[config.mk]
export PLATFORM = sky130hd
export DESIGN_NAME = matrix_op_ctrl
export DESIGN_NICKNAME = d
export VERILOG_FILES = /design/src/rtl/matrix_op_ctrl.sv
export SDC_FILE = /design/constraint.sdc
export NUM_CORES = 1
export LEC_CHECK = 0
export ABC_AREA = 1
export BUFFER_PORTS_ARGS = -buffer_cell sky130_fd_sc_hd__buf_2
export CAP_MARGIN = 20
export CORE_AREA = 2 2 117 119
export CTS_CLUSTER_SIZE = 12
export DETAILED_ROUTE_END_ITERATION = 8
export DIE_AREA = 0 0 119 121
export PLACE_DENSITY = 0.75
export REMOVE_ABC_BUFFERS = 1
export SLEW_MARGIN = 10
export SYNTH_ARGS = -nofsm -noshare
export SYNTH_HDL_FRONTEND = slang
export SYNTH_SLANG_ARGS = --single-unit
[constraint.sdc]
create_clock -name clk_i -period 2.49 [get_ports clk_i]
set_input_delay 0.3735 -clock clk_i [delete_from_list [all_inputs] [get_ports clk_i]]
set_output_delay 0.3735 -clock clk_i [all_outputs]
set_load 0.02 [all_outputs]
[src/rtl/matrix_op_ctrl.sv]
// Row sequencer for the packed-row element-wise ALU: reads A/B rows, feeds the ALU, writes C rows.
// Optional MATOP_OVF_ABORT_EN: an overflowing row is still written, then the remaining rows are skipped.
//
// state   | meaning
// S_IDLE  | waiting for start; command latched on acceptance
// S_READ  | rd_en high, row addresses of A/B presented
// S_EXEC  | read data valid, passed straight through to the ALU
// S_WRITE | wr_en high, ALU result written to C, overflow accumulated
// S_DONE  | one-cycle completion pulse, busy still high
module matrix_op_ctrl #(
  parameter int ROWS   = 5,
  parameter int ROW_W  = 40,
  parameter int ADDR_W = 8
) (
  input  logic              clk_i,
  input  logic              rst_n_i,
  input  logic              start_i,
  input  logic [1:0]        op_i,
  input  logic [2:0]        size_i,
  input  logic [ADDR_W-1:0] base_a_i,
  input  logic [ADDR_W-1:0] base_b_i,
  input  logic [ADDR_W-1:0] base_c_i,
  output logic              busy_o,
  output logic              done_o,
  output logic              err_o,
  output logic              ovf_any_o,
  output logic              rd_en_o,
  output logic [ADDR_W-1:0] rd_addr_a_o,
  output logic [ADDR_W-1:0] rd_addr_b_o,
  input  logic [ROW_W-1:0]  rd_data_a_i,
  input  logic [ROW_W-1:0]  rd_data_b_i,
  output logic [ROW_W-1:0]  alu_m1_o,
  output logic [ROW_W-1:0]  alu_m2_o,
  output logic              alu_op_o,
  input  logic [ROW_W-1:0]  alu_out_i,
  input  logic              alu_ovf_i,
  output logic              wr_en_o,
  output logic [ADDR_W-1:0] wr_addr_o,
  output logic [ROW_W-1:0]  wr_data_o
);

  typedef enum logic [2:0] {S_IDLE, S_READ, S_EXEC, S_WRITE, S_DONE} state_e;

  state_e            state_q;
  logic [2:0]        row_q;
  logic [2:0]        size_q;
  logic [ADDR_W-1:0] base_a_q;
  logic [ADDR_W-1:0] base_b_q;
  logic [ADDR_W-1:0] base_c_q;
  logic              busy_q;
  logic              done_q;
  logic              err_q;
  logic              ovf_any_q;
  logic              rd_en_q;
  logic              wr_en_q;
  logic              alu_op_q;
  logic [ADDR_W-1:0] rd_addr_a_q;
  logic [ADDR_W-1:0] rd_addr_b_q;
  logic [ADDR_W-1:0] wr_addr_q;

  logic       cmd_bad;
  logic       last_row;
  logic       wr_last;
  logic [2:0] row_inc;

  assign cmd_bad  = op_i[1] | (size_i == 3'd0) | (int'(size_i) > ROWS);
  assign last_row = (row_q == (size_q - 3'd1));
  assign row_inc  = row_q + 3'd1;

`ifdef MATOP_OVF_ABORT_EN
  assign wr_last = last_row | alu_ovf_i;
`else
  assign wr_last = last_row;
`endif

  always_ff @(posedge clk_i or negedge rst_n_i) begin
    if (!rst_n_i) begin
      state_q     <= S_IDLE;
      row_q       <= 3'd0;
      size_q      <= 3'd0;
      base_a_q    <= '0;
      base_b_q    <= '0;
      base_c_q    <= '0;
      busy_q      <= 1'b0;
      done_q      <= 1'b0;
      err_q       <= 1'b0;
      ovf_any_q   <= 1'b0;
      rd_en_q     <= 1'b0;
      wr_en_q     <= 1'b0;
      alu_op_q    <= 1'b0;
      rd_addr_a_q <= '0;
      rd_addr_b_q <= '0;
      wr_addr_q   <= '0;
    end else begin
      done_q  <= 1'b0;
      rd_en_q <= 1'b0;
      wr_en_q <= 1'b0;
      case (state_q)
        S_IDLE: begin
          if (start_i) begin
            busy_q    <= 1'b1;
            err_q     <= cmd_bad;
            ovf_any_q <= 1'b0;
            alu_op_q  <= op_i[0];
            size_q    <= size_i;
            base_a_q  <= base_a_i;
            base_b_q  <= base_b_i;
            base_c_q  <= base_c_i;
            row_q     <= 3'd0;
            if (cmd_bad) begin
              state_q <= S_DONE;
              done_q  <= 1'b1;
            end else begin
              state_q     <= S_READ;
              rd_en_q     <= 1'b1;
              rd_addr_a_q <= base_a_i;
              rd_addr_b_q <= base_b_i;
            end
          end
        end
        S_READ: state_q <= S_EXEC;
        S_EXEC: begin
          state_q   <= S_WRITE;
          wr_en_q   <= 1'b1;
          wr_addr_q <= base_c_q + ADDR_W'(row_q);
        end
        S_WRITE: begin
          ovf_any_q <= ovf_any_q | alu_ovf_i;
          if (wr_last) begin
            state_q <= S_DONE;
            done_q  <= 1'b1;
          end else begin
            state_q     <= S_READ;
            row_q       <= row_inc;
            rd_en_q     <= 1'b1;
            rd_addr_a_q <= base_a_q + ADDR_W'(row_inc);
            rd_addr_b_q <= base_b_q + ADDR_W'(row_inc);
          end
        end
        S_DONE: begin
          state_q <= S_IDLE;
          busy_q  <= 1'b0;
        end
        default: state_q <= S_IDLE;
      endcase
    end
  end

  // Operands and result are not re-registered; the row memory and ALU supply the pipeline stages.
  assign alu_m1_o    = rd_data_a_i;
  assign alu_m2_o    = rd_data_b_i;
  assign wr_data_o   = alu_out_i;
  assign busy_o      = busy_q;
  assign done_o      = done_q;
  assign err_o       = err_q;
  assign ovf_any_o   = ovf_any_q;
  assign rd_en_o     = rd_en_q;
  assign wr_en_o     = wr_en_q;
  assign alu_op_o    = alu_op_q;
  assign rd_addr_a_o = rd_addr_a_q;
  assign rd_addr_b_o = rd_addr_b_q;
  assign wr_addr_o   = wr_addr_q;

endmodule
==> metrics.cfg, run 1 <==
[critical_path]
crit_required_ns=2.72
path_max_fanout=6
end_kind=flip-flop
cp_common_cell=nand2_1
crit_type=reg -> reg
critPathMaxStageDelay_ns=0.44
critPathSlowestCell=dfrtp_1
startpoint_type=flip-flop
crit_arrival_ns=2.25
crit_chain=ha_1 > fa_1 > nand2_1 > nand2_1 > nand2_1 > o21bai_1 > nand2_1 > o21ai_0 > nand2_1 > nand2_1

[yosys]
syn_inst=526
synth_area_um2=4290
yosys_register_bits=64
synthTopCellsByCount=nand2_1 (148), buf_4 (121), dfrtp_1 (64)
synth_top_cell_by_area=dfrtp_1
synth_top_area_frac=0.374
synth_edf_count=0
ys_types=31
avgSynthCellArea_um2=8.15
yosys_warnings=0
yosysMostFrequentCell=nand2_1
synthFlopType=dfrtp_1
synthArstFlopShare=1.00
synth_seq_area_share=0.374
yosys-top-cells-area=dfrtp_1 (37%), buf_4 (21%), nand2_1 (13%), inv_1 (3.7%), o21ai_0 (3.4%)

[sta]
whs_ns=0.0251
max_clock_freq_mhz=496
rsz0062_at_grt=no
period_needed_ns=2.02
final.period_utilization=0.810
final.setup.tns_ns=0
hold_viol=0
skew_ns=0.00581
slew_headroom=0.567
setup_viol=0
worst_slew_pin_slew_ns=0.650
final_max_slew_viol_count=0

[route]
drtPass1Iterations=4
dr.first_iter.drc_count=240
wl_mm=26.0
drc_errors=0
num_vias=3308
vias_per_cell=5.05
wl_per_cell_um=39.7
final_antenna_net_count=0

[worst_hold_path]
hold_class=in -> async

[final_layout]
nFillCells=1379
layout-drive-gt1-share=0.238
final_cells=655
syn_to_final_growth_pct=-2.92
nets=640
postLayoutCellArea_um2=4160

[placement]
dp.cells=638
gp_congestion=1.22
hpwlAfterDp_mm=23.4
placed_area_um2=3870
port-buffer-count=63

[floorplan]
start_util=0.328
die_area_um2=14400
ios=304
rows=42
die_w_um=119
die-height_um=121
core_um2=13100

[global_route]
grt_usage=0.363
overflow=0
grt_pass1_vias=3193
grt_max_degree=54
grt_antenna_before_repair=1
grt_pass1_wl_mm=32.8

[clock_tree]
cts-root-buf=clkbuf_16
cts_tree=built
cts_hold_buf=0
cts_made_buffers=9
cts-resized-gates=0
clkTransAtPathRegs_ns=0.06
clk_latency_ns=0.34
post_cts_buffers=0
htreeDepth=3
cts_sinks=64
cts_buffer_depth=2

[outcome]
status=complete, no violations

[pwr]
p_per_area_nw_per_um2=1420
ir_drop_mv=0.521
p_leak_nw=2.20

[run]
cap_violations=0

-- through the flow --
step | utilization | setup WS [ns] | power (W)
2_1_floorplan | - | 0.611 | 0.00378
3_3_place_gp | 0.296 | 0.535 | 0.00457
3_5_place_dp | 0.296 | 0.491 | 0.00463
4_1_cts | 0.318 | 0.492 | 0.00590
5_1_grt | 0.318 | 0.213 | 0.00636
6_report | 0.318 | 0.472 | 0.00589
-- worst paths after layout --
check                                  to  depth (start not counted)  slack [ns]      startpoint
max                        rd_addr_b_o[6]                         10        0.47        row_q[0]
min                        rd_addr_a_o[0]                          1        0.03         rst_n_i
max reg2reg                rd_addr_b_o[6]                         10        0.47        row_q[0]
min reg2reg                rd_addr_b_o[4]                          2        0.47  rd_addr_b_o[4]
max in group asynchronous     base_c_q[1]                          2        1.73         rst_n_i
min in group clk_i            base_c_q[4]                          2        0.27     base_c_i[4]
-- layout make-up --
cell class | count | area (um^2) | share of cell area
diodes | 1 | 2.50 | 0.000601
multi-input cells | 288 | 1540 | 0.370
flip-flops and latches | 64 | 1600 | 0.385
well taps | 176 | 220 | 0.0529
clock inverters | 6 | 60.1 | 0.0144
clock buffers | 10 | 229 | 0.0550
inverters | 43 | 161 | 0.0388
repair buffers | 67 | 345 | 0.0830
-- critical path, delay by kind of cell (launching register included) --
| kind | cells | cell delay (ns) |
|---|---|---|
| AOI/OAI and AO/OA | 2 | 0.15 |
| adders and majority gates | 2 | 0.86 |
| DFF | 1 | 0.44 |
| and+or+nand+nor | 6 | 0.46 |
-- report_power, final --
part           internal, W  switching, W  total (W)
Clock             0.000769      0.000489    0.00126
Combinational     0.000989       0.00173    0.00272
Sequential         0.00154      0.000374    0.00192
Total              0.00330       0.00259    0.00589
-- routing by layer --
metal,part of all wire,global-route usage
met5,0.0039,0.0956
met3,0.27,0.470
met1,0.19,0.187
met4,0.10,0.298
met2,0.43,0.552
-- flip-flops by register name (all words and copies together), names as in the netlist --
register / cells
alu_op_o: 1
base_a_q: 8
base_b_q: 8
base_c_q: 8
busy_o: 1
done_o: 1
err_o: 1
ovf_any_o: 1
rd_addr_a_o: 8
rd_addr_b_o: 8
rd_en_o: 1
row_q: 3
size_q: 3
state_q: 3
wr_addr_o: 8
wr_en_o: 1
-- logic make-up (layout without fill, tap and decap cells) --
logic type                 count (synthesis)  in the layout  share of synthesized area
AOI/OAI and AO/OA                         53             53                     0.0709
and+or+nand+nor                          209            209                      0.208
DFF                                       64             64                      0.374
xor gates and xnor gates                   3              3                    0.00613
adders and majority gates                 14             14                     0.0461
other                                      0              1                          0
buffers and inverters                    174            126                      0.267
muxes                                      9              9                     0.0280
-- cells in the final DEF, fill, tap and decap left out --
cell type   Yosys  layout
a21boi_0        1       1
mux2_4          5       5
clkinv_2        0       3
nand2_4         2       2
nand3_1        27      27
nand3b_1        1       1
fa_1            3       3
dfrtp_1        64      64
nand4_1         3       3
nor3_1          1       1
bufinv_16       0       1
nor2_4          2       2
a21oi_2         9       9
ha_1           11      11
and3_1          1       1
or2_2           4       4
diode_2         0       1
o21ai_0        29      29
clkbuf_1        1       1
o21bai_1        1       1
o21ai_1         4       4
xnor2_1         3       3
a21oi_1         9       9
nand3_2         2       2
inv_2           1       1
inv_1          42      42
buf_2           5      63
clkinvlp_4      0       2
mux2_2          4       4
nor2_2          1       1
clkbuf_16       0       9
nand2_2         2       2
nand2_1       148     148
buf_4         121       4
nor2_1         15      15
Note: power is estimated with default switching activity, not from simulation.
==> inputs of run 2 (changes only) <==
--- a/config.mk
+++ b/config.mk
@@ -5,14 +5,14 @@
 export SDC_FILE = /design/constraint.sdc
 export NUM_CORES = 1
 export LEC_CHECK = 0
-export ABC_AREA = 1
+export ABC_AREA = 0
 export BUFFER_PORTS_ARGS = -buffer_cell sky130_fd_sc_hd__buf_2
 export CAP_MARGIN = 20
-export CORE_AREA = 2 2 117 119
+export CORE_AREA = 2 2 116 118
 export CTS_CLUSTER_SIZE = 12
 export DETAILED_ROUTE_END_ITERATION = 8
-export DIE_AREA = 0 0 119 121
-export PLACE_DENSITY = 0.75
+export DIE_AREA = 0 0 118 120
+export PLACE_DENSITY = 0.78
 export REMOVE_ABC_BUFFERS = 1
 export SLEW_MARGIN = 10
 export SYNTH_ARGS = -nofsm -noshare
==> constraint.sdc (replaced) <==
create_clock -name clk_i -period 1.67 [get_ports clk_i]
set_input_delay 0.2505 -clock clk_i [delete_from_list [all_inputs] [get_ports clk_i]]
set_output_delay 0.2505 -clock clk_i [all_outputs]
set_load 0.02 [all_outputs]
==> metrics.cfg, run 2 <==
[outcome]
status=finished, violations left
failed_checks=setup timing

[critical_path]
rr_worst_depth=8  ; -2
path_depth=8  ; -2
cp-endpoint=rd_addr_a_o[4]
crit_chain=ha_4 > xor2_4 > ha_4 > a21oi_4 > buf_6 > o211ai_1 > nand3_1 > mux2_4
cp-startpoint=row_q[0]
critPathSlowestCell=dfrtp_1
critPathMaxStageDelay_ns=0.42  ; -0.02 ns
r2r_slack_ns=-0.29  ; -0.77 ns
crit_arrival_ns=2.18  ; -0.07 ns
crit_required_ns=1.89  ; -0.83 ns
cp_common_cell=ha_4
r2r-end=rd_addr_a_o[4]
crit_type=reg -> reg
r2r-start=row_q[0]
cp_top_family=adder cells
path_max_fanout=4  ; -2
startpoint_type=flip-flop
worstPathBufferInverterCount=1  ; +1
end_kind=flip-flop

[floorplan]
start_util=0.324  ; -0.00371
core_um2=13000  ; -0.80%
rows=42  ; unchanged
die_area_um2=14200  ; -1.7%
die_w_um=118  ; -0.84%
die-height_um=120  ; -0.83%
ios=304  ; unchanged

[global_route]
grt_pass1_wl_mm=34.9  ; +6.5%
grt_antenna_before_repair=0  ; -1
grt_usage=0.385  ; +0.0221
overflow=0  ; unchanged
grt_max_degree=65  ; +20%
grt_pass1_vias=3372  ; +5.6%

[clock_tree]
cts_sinks=64  ; unchanged
cts_made_buffers=9  ; unchanged
cts-root-buf=clkbuf_16
htreeDepth=3  ; unchanged
cts_tree=built
clkTransAtPathRegs_ns=0.06  ; about the same
clk_latency_ns=0.33  ; about the same
cts_buffer_depth=2  ; unchanged

[yosys]
synth_seq_area_share=0.381  ; +0.00734
synthTopCellsByCount=buf_4 (120), nand2_1 (98), dfrtp_1 (64)
synth_top_cell_by_area=dfrtp_1
ys_types=45  ; +45%
yosys_register_bits=64  ; unchanged
yosys-top-cells-area=dfrtp_1 (38%), buf_4 (21%), nand2_1 (8.8%), ha_1 (3.3%), mux2_4 (3.2%)
synth_area_um2=4200  ; -1.9%
synth_edf_count=0  ; unchanged
avgSynthCellArea_um2=9.30  ; +14%
synthArstFlopShare=1.00  ; unchanged
yosysMostFrequentCell=buf_4
syn_inst=452  ; -14%
yosys_warnings=0  ; unchanged
synth_top_area_frac=0.381  ; +0.00734
synthFlopType=dfrtp_1

[placement]
placed_area_um2=4070  ; +5.2%
gp_congestion=1.28  ; +4.9%
preCtsSetupSlack_ns=-0.446  ; -0.937 ns
hpwlAfterDp_mm=23.7  ; +1.5%
port-buffer-count=63  ; unchanged

[final_layout]
multi_input_area_um2=1990  ; +29%
seq_area_um2=1610  ; +0.31%
nFillCells=1237  ; -10%
final_cell_mix=nand2_1 (98), buf_2 (63), dfrtp_1 (60)
syn_to_final_growth_pct=14.5
layout-drive-gt1-share=0.429  ; +0.191
nets=607  ; -5.2%
postLayoutCellArea_um2=4810  ; +16%
final_common_cell=nand2_1

[pwr]
internal_power_w=0.00593  ; +80%
pwr-share-clk=0.169  ; -0.044
p_per_area_nw_per_um2=2120  ; +49%
seqPwrFrac=0.293  ; -0.032
ir_drop_mv=1.25  ; +140%
power_frac_comb=0.538  ; +0.077
switching_share=0.418  ; -0.0218
p_leak_nw=2.20  ; +0.18%
power.total_w=0.0102  ; +73%
power.switching_w=0.00426  ; +64%

[route]
final_antenna_net_count=0  ; unchanged
drc_errors=0  ; unchanged
wl_per_cell_um=44.4  ; +12%
dr.first_iter.drc_count=388  ; +62%
num_vias=3491  ; +5.5%
wl_mm=27.6  ; +6.1%
vias_per_cell=5.61  ; +11%
drtPass1Iterations=5  ; +1

[sta]
setup_viol=27  ; +27
whs_ns=0.114  ; +0.0891 ns
final.setup.tns_ns=-5.53  ; -5.53 ns
skew_ns=0.00542  ; -0.000394 ns
rsz0062_at_grt=yes
hold_viol=0  ; unchanged
worst_slew_pin_slew_ns=0.504  ; -0.146 ns
final.period_utilization=1.18  ; +0.366
slew_headroom=0.663  ; +0.0964
max_clock_freq_mhz=509  ; +2.7%
period_needed_ns=1.96  ; -0.0530 ns
fin_ws_ns=-0.295  ; -0.767 ns
final_max_slew_viol_count=0  ; unchanged

[run]
cap_violations=0  ; unchanged

[worst_hold_path]
hold_class=in -> reg

==> run 2: layout make-up <==
type | count | share of cell area
clock buffers | 10 | 0.0496
diodes | 1 | 0.000520
well taps | 176 | 0.0457
clock inverters | 6 | 0.00728
inverters | 6 | 0.00468
multi-input cells | 250 | 0.413
repair buffers | 109 | 0.146
flip-flops and latches | 64 | 0.334
==> run 2: worst min path at each step <==
stage	from	endpoint	slack [ns]	cells past startpoint
floorplan	rst_n_i	alu_op_o	-0.05	0
global placement	rst_n_i	rd_addr_b_o[3]	0.30	2
detailed placement	rst_n_i	rd_addr_a_o[6]	0.30	2
CTS	op_i[0]	alu_op_o	0.11	3
global route	base_c_i[0]	base_c_q[0]	0.14	3
finish	op_i[0]	alu_op_o	0.11	3
==> run 2: metal layers <==
metal,up-vias,GRT usage,share of wire
met5,-,0.121,0.0055
met4,6,0.230,0.073
met3,90,0.455,0.25
met2,428,0.640,0.48
met1,1587,0.215,0.20
li1,1380,-,-
==> run 2: worst min-delay path, cell delays in order <==
cell and delay, ns:
buf_2 0.08, nand2_1 0.04, nand2_1 0.04
==> run 2: what timing repair did <==
| action | in CTS | in global routing |
|---|---|---|
| pin swaps | 19 | 17 |
| resized for setup | 42 | 29 |
| hold buffers | 1 | 0 |
| setup buffers | 6 | 5 |
| endpoints found under the setup margin | 27 | 29 |
| hold endpoints to repair | 64 | 0 |
| gates cloned | 1 | 0 |
==> run 2: through the flow <==
step / utilization / std cells
after detailed placement: 0.314 / 594
after CTS: 0.357 / 617
after floorplan: - / 319
after global routing: 0.371 / 621
final: 0.371 / 622
after global placement: 0.314 / 594
==> run 2: cell families (layout without fill, tap and decap cells) <==
kind of cell             count (synthesis)  after routing  synth area share
other                                    0              1                 0
AO/OA/AOI/OAI                           48             48            0.0768
buffers and inverters                  139            131             0.233
AND/OR/NAND/NOR                        154            155             0.169
flip-flops                              64             64             0.381
XOR/XNOR                                11             11            0.0268
multiplexers                            22             22            0.0661
adder cells (fa/ha/maj)                 14             14            0.0470
==> run 2: power groups by stage <==
stage	logic, W	clock network, W	registers, W
finish	0.00548	0.00173	0.00299
global route	0.00586	0.00181	0.00308
CTS	0.00494	0.00175	0.00294
detailed placement	0.00428	0	0.00292
global placement	0.00413	0	0.00289
floorplan	0.00216	0	0.00329
==> inputs of run 3 (changes only) <==
--- a/config.mk
+++ b/config.mk
@@ -8,11 +8,12 @@
 export ABC_AREA = 0
 export BUFFER_PORTS_ARGS = -buffer_cell sky130_fd_sc_hd__buf_2
 export CAP_MARGIN = 20
-export CORE_AREA = 2 2 116 118
+export CORE_AREA = 2 2 118 120
+export CTS_CLUSTER_DIAMETER = 80
 export CTS_CLUSTER_SIZE = 12
 export DETAILED_ROUTE_END_ITERATION = 8
-export DIE_AREA = 0 0 118 120
-export PLACE_DENSITY = 0.78
+export DIE_AREA = 0 0 120 122
+export PLACE_DENSITY = 0.76
 export REMOVE_ABC_BUFFERS = 1
 export SLEW_MARGIN = 10
 export SYNTH_ARGS = -nofsm -noshare
==> metrics.cfg, run 3 (synthesis results as in run 2) <==
[outcome]
status=finished, violations left
failed_checks=setup timing

[global_route]
grt_pass1_wl_mm=33.6  ; -3.9%
grt_pass1_vias=3239  ; -3.9%
grt_max_degree=65  ; unchanged
overflow=0  ; unchanged
grt_usage=0.365  ; -0.0201
grt_antenna_before_repair=0  ; unchanged

[floorplan]
ios=304  ; unchanged
core_um2=13500  ; +4.0%
die-height_um=122  ; +1.7%
rows=43  ; +2.4%
die_w_um=120  ; +1.7%
die_area_um2=14600  ; +3.4%
start_util=0.311  ; -0.0126

[clock_tree]
cts_buffer_depth=2  ; unchanged
clkTransAtPathRegs_ns=0.06  ; about the same
cts_tree=built
htreeDepth=3  ; unchanged
clk_latency_ns=0.34  ; about the same
cts_sinks=64  ; unchanged
cts-root-buf=clkbuf_16
cts_made_buffers=9  ; unchanged

[worst_hold_path]
min-delay-start=base_c_i[7]
hold_class=in -> reg

[route]
vias_per_cell=5.35  ; -4.7%
wl_met2_mm=12.5  ; -5.2%
met3_length_mm=6.96  ; +1.8%
num_vias=3387  ; -3.0%
wl_per_cell_um=43.0  ; -3.2%
wl_mm=27.2  ; -1.4%
drc_errors=0  ; unchanged
dr.first_iter.drc_count=276  ; -29%
drtPass1Iterations=4  ; -1
wirelength_met1_mm=5.40  ; about the same
final_antenna_net_count=0  ; unchanged
top_layer=met5

[sta]
max_clock_freq_mhz=506  ; -0.64%
hold_viol=0  ; unchanged
fin_ws_ns=-0.307  ; -0.0126 ns
setup_viol=26  ; -3.7%
final.period_utilization=1.18  ; +0.00753
slew_headroom=0.729  ; +0.0657
final_max_slew_viol_count=0  ; unchanged
worst_slew_pin_slew_ns=0.406  ; -0.0976 ns
whs_ns=0.110  ; -0.00425 ns
period_needed_ns=1.98  ; +0.0126 ns
rsz0062_at_grt=yes
skew_ns=0.00663  ; +0.00121 ns

[critical_path]
crit_arrival_ns=2.20  ; +0.02 ns
crit_required_ns=1.89  ; about the same
end_kind=flip-flop
startpoint_type=flip-flop
crit_type=reg -> reg
path_max_fanout=4  ; unchanged
cp-startpoint=row_q[0]
r2r-start=row_q[0]

[run]
cap_violations=0  ; unchanged

[final_layout]
final_common_cell=nand2_1
layout-drive-gt1-share=0.413  ; -0.0164
syn_to_final_growth_pct=16.5
n_antenna_cell=0  ; -1
final_cell_mix=nand2_1 (98), dfrtp_1 (63), buf_2 (63)
nets=616  ; +1.5%
final_cells=633  ; +1.8%

[pwr]
p_leak_nw=2.26  ; +2.4%
ir_drop_mv=1.04  ; -16%
p_per_area_nw_per_um2=2100  ; -0.62%

[placement]
port-buffer-count=63  ; unchanged
dp.cells=603  ; +1.5%
hpwlAfterDp_mm=23.4  ; -1.4%
gp_congestion=1.23  ; -3.3%

## run 3: what timing repair did
item,in CTS,in global routing
pin swaps,15,28
hold buffers,1,0
gates resized for setup,40,29
cloned,1,1
setup buffers,7,7
endpoints found under the setup margin,27,29
hold endpoints to repair,64,0
## run 3: final cells by class
| type | instances | area, um^2 |
|---|---|---|
| clock inverters | 3 | 17.5 |
| fillers | 1330 | 8610 |
| inverters | 6 | 22.5 |
| well taps | 180 | 225 |
| repair buffers | 118 | 817 |
| clock buffers | 12 | 256 |
| flip-flops and latches | 64 | 1600 |
| multi-input cells | 250 | 1960 |
## run 3: final timing paths
kind	endpoint	cells past startpoint	slack (ns)
min in group asynchronous	rd_en_o	3	0.46
max in group asynchronous	row_q[2]	3	0.87
setup / recovery	rd_addr_b_o[4]	8	-0.31
hold / removal	base_c_q[7]	3	0.11
setup reg to reg	rd_addr_b_o[4]	8	-0.31
hold reg to reg	alu_op_o	2	0.47
## run 3: metal layers
metal,GRT usage,up-vias
met3,0.454,74
met2,0.577,377
met4,0.242,4
met5,0.0972,-
met1,0.206,1540
li1,-,1392
## run 3: worst max-delay path, stage by stage (launching register included)
cell and delay, ns:
dfrtp_1 0.42, ha_4 0.20, xor2_4 0.17, ha_4 0.34
a21oi_4 0.07, buf_6 0.11, o211ai_1 0.19, nand3_1 0.09
mux2_4 0.26
## run 3: report_power, final
group | switching (W) | total, W | internal, W
clock | 0.000704 | 0.00178 | 0.00107
sequential | 0.000679 | 0.00298 | 0.00230
combinational | 0.00281 | 0.00554 | 0.00274
total | 0.00419 | 0.0103 | 0.00611
## run 3: stage by stage
step            util  setup TNS [ns]  setup slack [ns]  instance area [um^2]  total power [W]
4_1_cts        0.346           -4.04            -0.238                  4670          0.00963
3_5_place_dp   0.306           -6.69            -0.429                  4130          0.00725
5_1_grt        0.363           -7.25            -0.354                  4900           0.0109
3_3_place_gp   0.306           -5.82            -0.382                  4130          0.00716
6_report       0.363           -5.37            -0.307                  4900           0.0103
2_1_floorplan      -          -45.42             -1.47                  3250          0.00545
